$ cat config.mk
export PLATFORM = sky130hd
export DESIGN_NAME = reg_file_mp_flat
export DESIGN_NICKNAME = d
export VERILOG_FILES = /design/src/rtl/reg_file_mp_if.sv /design/src/rtl/reg_file_mp.sv /design/src/flat_wrapper.sv
export SDC_FILE = /design/constraint.sdc
export NUM_CORES = 2
export LEC_CHECK = 0
export CELL_PAD_IN_SITES_DETAIL_PLACEMENT = 0
export CELL_PAD_IN_SITES_GLOBAL_PLACEMENT = 1
export CORE_MARGIN = 5
export CORE_UTILIZATION = 35
export DETAILED_ROUTE_END_ITERATION = 7
export PLACE_DENSITY_LB_ADDON = 0.1
export SETUP_SLACK_MARGIN = 0.2
export SYNTH_ARGS = -nofsm -noshare
export SYNTH_HDL_FRONTEND = slang
export SYNTH_SLANG_ARGS = --single-unit
export TNS_END_PERCENT = 50
$ cat constraint.sdc
create_clock -name clk -period 40.8 [get_ports clk]
set_clock_uncertainty 0.15 [all_clocks]
set_input_delay 6.12 -clock clk [delete_from_list [all_inputs] [get_ports clk]]
set_output_delay 6.12 -clock clk [all_outputs]
set_load 0.05 [all_outputs]
$ cat src/rtl/reg_file_mp_if.sv
// reg_file_mp_if: read, write and scoreboard bus of the multi-port register file.
interface reg_file_mp_if #(
   parameter int DATA_W = 32,
   parameter int ADDR_W = 5,
   parameter int NUM_RD = 2
);
   logic [NUM_RD*ADDR_W-1:0] rd_addr;
   logic [NUM_RD*DATA_W-1:0] rd_data;
   logic [NUM_RD-1:0]        rd_busy;
   logic                     wr_en;
   logic [ADDR_W-1:0]        wr_addr;
   logic [DATA_W-1:0]        wr_data;
   logic                     sb_set;
   logic [ADDR_W-1:0]        sb_addr;
   logic                     sb_clr_all;
   modport master (
      output rd_addr, wr_en, wr_addr, wr_data, sb_set, sb_addr, sb_clr_all,
      input  rd_data, rd_busy
   );
   modport slave (
      input  rd_addr, wr_en, wr_addr, wr_data, sb_set, sb_addr, sb_clr_all,
      output rd_data, rd_busy
   );
endinterface

$ cat src/rtl/reg_file_mp.sv
// reg_file_mp: parametrised multi-read-port register file with pending-write scoreboard.
// Define REGFILE_BYPASS_EN to forward a same-cycle write to matching read ports.
module reg_file_mp #(
   parameter int DATA_W   = 32,
   parameter int DEPTH    = 32,
   parameter int ADDR_W   = $clog2(DEPTH),
   parameter int NUM_RD   = 2,
   parameter int ZERO_REG = 1
) (
   input logic          clk,
   input logic          rst,
   reg_file_mp_if.slave bus
);
   localparam bit ZR = ZERO_REG != 0;
   logic [DATA_W-1:0]        mem [DEPTH];
   logic [DEPTH-1:0]         pend, pend_nxt;
   logic [NUM_RD*DATA_W-1:0] rd_data_c;
   logic [NUM_RD-1:0]        rd_busy_c;
   logic [ADDR_W-1:0]        ra;
   always_ff @(posedge clk or posedge rst) begin
      if (rst) begin
         for (int i = 0; i < DEPTH; i++) mem[i] <= '0;
         pend <= '0;
      end else begin
         if (bus.wr_en && !(ZR && bus.wr_addr == '0)) mem[bus.wr_addr] <= bus.wr_data;
         pend <= pend_nxt;
      end
   end
   // set is applied after the write-clear so a new producer wins on the same address
   always_comb begin
      pend_nxt = pend;
      if (bus.sb_clr_all) pend_nxt = '0;
      else begin
         if (bus.wr_en) pend_nxt[bus.wr_addr] = 1'b0;
         if (bus.sb_set) pend_nxt[bus.sb_addr] = 1'b1;
      end
      if (ZR) pend_nxt[0] = 1'b0;
   end
   always_comb begin
      rd_data_c = '0;
      rd_busy_c = '0;
      ra = '0;
      for (int k = 0; k < NUM_RD; k++) begin
         ra = bus.rd_addr[k*ADDR_W +: ADDR_W];
         if (!rst && !(ZR && ra == '0)) begin
`ifdef REGFILE_BYPASS_EN
            if (bus.wr_en && bus.wr_addr == ra) begin
               rd_data_c[k*DATA_W +: DATA_W] = bus.wr_data;
               rd_busy_c[k] = bus.sb_set && bus.sb_addr == ra;
            end else begin
               rd_data_c[k*DATA_W +: DATA_W] = mem[ra];
               rd_busy_c[k] = pend[ra];
            end
`else
            rd_data_c[k*DATA_W +: DATA_W] = mem[ra];
            rd_busy_c[k] = pend[ra];
`endif
         end
      end
   end
   assign bus.rd_data = rd_data_c;
   assign bus.rd_busy = rd_busy_c;
endmodule

$ cat src/flat_wrapper.sv
// flat-port wrapper written by rule: the top's interface ports become plain ports
module reg_file_mp_flat 
#(
   parameter int DATA_W   = 32,
   parameter int DEPTH    = 32,
   parameter int ADDR_W   = $clog2(DEPTH),
   parameter int NUM_RD   = 2,
   parameter int ZERO_REG = 1
)
  (clk, rst, bus_rd_addr, bus_wr_en, bus_wr_addr, bus_wr_data, bus_sb_set, bus_sb_addr, bus_sb_clr_all, bus_rd_data, bus_rd_busy);
  reg_file_mp_if #(.DATA_W(DATA_W), .ADDR_W(ADDR_W), .NUM_RD(NUM_RD)) bus_i ();
  input logic clk;
  input logic rst;
  input wire logic [$bits(bus_i.rd_addr)-1:0] bus_rd_addr;
  input wire logic [$bits(bus_i.wr_en)-1:0] bus_wr_en;
  input wire logic [$bits(bus_i.wr_addr)-1:0] bus_wr_addr;
  input wire logic [$bits(bus_i.wr_data)-1:0] bus_wr_data;
  input wire logic [$bits(bus_i.sb_set)-1:0] bus_sb_set;
  input wire logic [$bits(bus_i.sb_addr)-1:0] bus_sb_addr;
  input wire logic [$bits(bus_i.sb_clr_all)-1:0] bus_sb_clr_all;
  output wire logic [$bits(bus_i.rd_data)-1:0] bus_rd_data;
  output wire logic [$bits(bus_i.rd_busy)-1:0] bus_rd_busy;
  assign bus_i.rd_addr = bus_rd_addr;
  assign bus_i.wr_en = bus_wr_en;
  assign bus_i.wr_addr = bus_wr_addr;
  assign bus_i.wr_data = bus_wr_data;
  assign bus_i.sb_set = bus_sb_set;
  assign bus_i.sb_addr = bus_sb_addr;
  assign bus_i.sb_clr_all = bus_sb_clr_all;
  assign bus_rd_data = bus_i.rd_data;
  assign bus_rd_busy = bus_i.rd_busy;
  reg_file_mp #(.DATA_W(DATA_W), .DEPTH(DEPTH), .ADDR_W(ADDR_W), .NUM_RD(NUM_RD), .ZERO_REG(ZERO_REG)) u_core (.clk(clk), .rst(rst), .bus(bus_i));
endmodule
==> run summary <==
Fin cells: 5641
Flops & latches, synth: 1055
TritonRoute pass-1 iters: 7
Layout net count: 3515
CTS Buf Count: 131
WL/cell: 33.14 um
CP arrival: 10.96 ns
Placed cells: 5411
Prevailing post-synth register cell: dfrtp_1
Library cells used by synthesis: 39
Max stage delay on crit path: 0.93 ns
Worst Hold Class: reg2reg
Post-synth ARST share: 100.0%
Top-area cell type share of the netlist area: 46.98%
DIE AREA: 0.1687 mm2
Design Power: 0.003187 W
Place WS: 23.48 ns
Post CTS Setup Buffer Count: 0
RSZ-0062 raised after global routing: false
Dpl hpwl: 100300 um
Final min period: 17.23 ns
Most instantiated library cell after synthesis: dfrtp_1
Slew Limit Fails: 0
Layout cell share with drive strength beyond 1: 51.37%
Avg Inst Size Synth: 15.89 um2
Tightest Pin Transition: 1.213 ns
Area growth, synth to finish: 12.25%
Total Wirelength: 186900 um
Clock Pin Slew Worst Setup and Hold Paths: 0.05 ns
Final Setup Violations: 0
GRT Residual Overflow: 0
Final hold vios: 0
CTS Sinks: 1055
Detail Route Antenna Nets: 0
Row cnt: 147
Max IR drop VDD: 0.04309 mV
Largest area contributor in the netlist: dfrtp_1
Post-synth EDFFs: 0
Static Leakage: 26.64 nW
Pint: 0.002313 W
Top post-synthesis cells by area: dfrtp_1 47%, mux4_2 21%, mux2_2 20%, mux2i_1 4.8%, buf_2 1.2%
Syn Nets: 3594
Residual DRC: 0
Worst-skew pair later-pin latency: 0.74 ns
Switch share: 27.44%
Cell count after synthesis: 3537
Initial Util: 35.12%
Worst path slowest cell: clkdlybuf4s50_1
CP Cell Sequence: clkdlybuf4s50_1 > inv_8 > buf_4 > nand3_4 > buf_4 > o221ai_1 > clkdlybuf4s50_1
Max Fclk: 58.03 MHz
Clock share of power: 36.7%
CTS H-Tree Depth: 4
Switching power: 0.0008746 W
Required @ worst endpoint: 34.53 ns
Clk buf depth: 3
Setup TNS: 0 ns
Status: completed
Synth top cells by count: 1055 x dfrtp_1, 984 x mux2_2, 526 x mux4_2
Slew Limit Headroom: 18.86%
Port bufs: 122
Mapped cell area: 0.05619 mm2
Flop pwr share: 43.3%
Crit share post-route: 42.23%
CP endpoint kind: primary output
GPL Wtd Cong: 0.7596
Height of the die: 410.7 um
Resized cells post-CTS: 0
Register area share after synthesis: 46.98%
Hold_buf cts: 0
All-Layer GR Usage: 22.22%
Worst Path Max Fanout: 107
Crit start category: input port
Max-cap violations: 0
Die span in x: 410.7 um
Global-route wire length before repair: 274100 um
DRT iter0 DRCs: 2395
Detailed-route via count: 33850
Largest net degree at the start of global routing: 177
Syn. warnings: 0
Core area: 0.1600 mm2
Pwr/cell area: 50.53 mW/mm2
Avg Vias per Cell: 6.000
Comb pwr share: 20.0%
Initial antenna violation count: 8
PnR worst setup slack: 23.57 ns
Vias in the first global route: 37430
Crit Path Category: in2out
CTS tree: built
Root Buffer: clkbuf_16
Ports: 123
worst paths after layout:
kind                                  start               end  slack [ns]  cells after the start
max                                     rst   bus_rd_data[62]       23.57                      7
min                        u_core.mem[1012]  u_core.mem[1012]        0.24                      0
max reg2reg                  u_core.pend[9]    u_core.pend[9]       39.80                      2
min reg2reg                u_core.mem[1012]  u_core.mem[1012]        0.24                      0
max in group asynchronous               rst   u_core.mem[110]       31.14                      5
min in group asynchronous               rst   u_core.pend[14]        6.00                      2
stage by stage:
step	cell area (um2)	util [%]	hold WS, ns
global placement	58770	36.73	0.2263
detailed placement	58770	36.73	0.2323
global route	63080	39.42	0.2586
finish	63080	39.42	0.2410
floorplan	56190	-	0.2913
CTS	63070	39.42	0.2458
sequential cells by signal (all words and copies together), names as in the netlist:
register,flops
u_core.mem,1024
u_core.pend,31
power groups by stage:
stage / clock [W] / combinational [W] / sequential [W]
2_1_floorplan: 0 / 0.000510 / 0.00135
3_3_place_gp: 0 / 0.000628 / 0.00137
3_5_place_dp: 0 / 0.000645 / 0.00139
4_1_cts: 0.00121 / 0.000647 / 0.00138
5_1_grt: 0.00125 / 0.000686 / 0.00140
6_report: 0.00117 / 0.000637 / 0.00138
routing by layer:
| metal | track usage [%] | vias to the layer above | part of all wire [%] |
|---|---|---|---|
| li1 | - | 13650 | - |
| met1 | 30.11 | 19010 | 44 |
| met2 | 37.30 | 894 | 49 |
| met3 | 3.294 | 287 | 4.1 |
| met4 | 6.373 | 0 | 2.8 |
| met5 | 0 | - | 0 |
layout by cell type, fill, tap and decap left out, types with 16 or more instances in the layout:
| cell type | Yosys | layout |
|---|---|---|
| dfrtp_1 | 1055 | 1055 |
| buf_4 | 63 | 65 |
| mux2_2 | 984 | 984 |
| nor2_4 | 4 | 16 |
| mux2i_1 | 267 | 267 |
| o21ai_0 | 16 | 16 |
| o22a_1 | 65 | 65 |
| clkbuf_16 | 0 | 137 |
| nand2_2 | 8 | 16 |
| clkdlybuf4s50_1 | 0 | 116 |
| o221ai_1 | 65 | 65 |
| mux4_2 | 526 | 526 |
| nand2_1 | 28 | 20 |
| a21oi_1 | 17 | 17 |
| nor2_1 | 31 | 19 |
| clkbuf_1 | 182 | 32 |
| clkbuf_8 | 0 | 26 |
layout make-up:
class	count	area, um2
sequential	1055	26400
antenna	2	5.005
clock buffer	195	3906
tap	2086	2610
inverter	2	15.01
timing repair buffer	193	1859
multi-input combinational	2075	27890
clock inverter	33	394.1
fill	14530	96940
worst max-delay path: cells and delay by family:
kind	cells	cell delay (ns)
buffers and inverters	5	3.54
AOI/OAI and AO/OA	1	0.66
and+or+nand+nor	1	0.47
cell families (layout without fill, tap and decap cells):
group / after synthesis / in the layout / synth area share, %
AO/OA/AOI/OAI: 182 / 182 / 2.592
AND/OR/NAND/NOR: 108 / 108 / 1.053
multiplexers: 1785 / 1785 / 45.72
buffers and inverters: 407 / 423 / 3.658
other: 0 / 2 / 0
flip-flops: 1055 / 1055 / 46.98
Power figures use the tool's default switching activity.
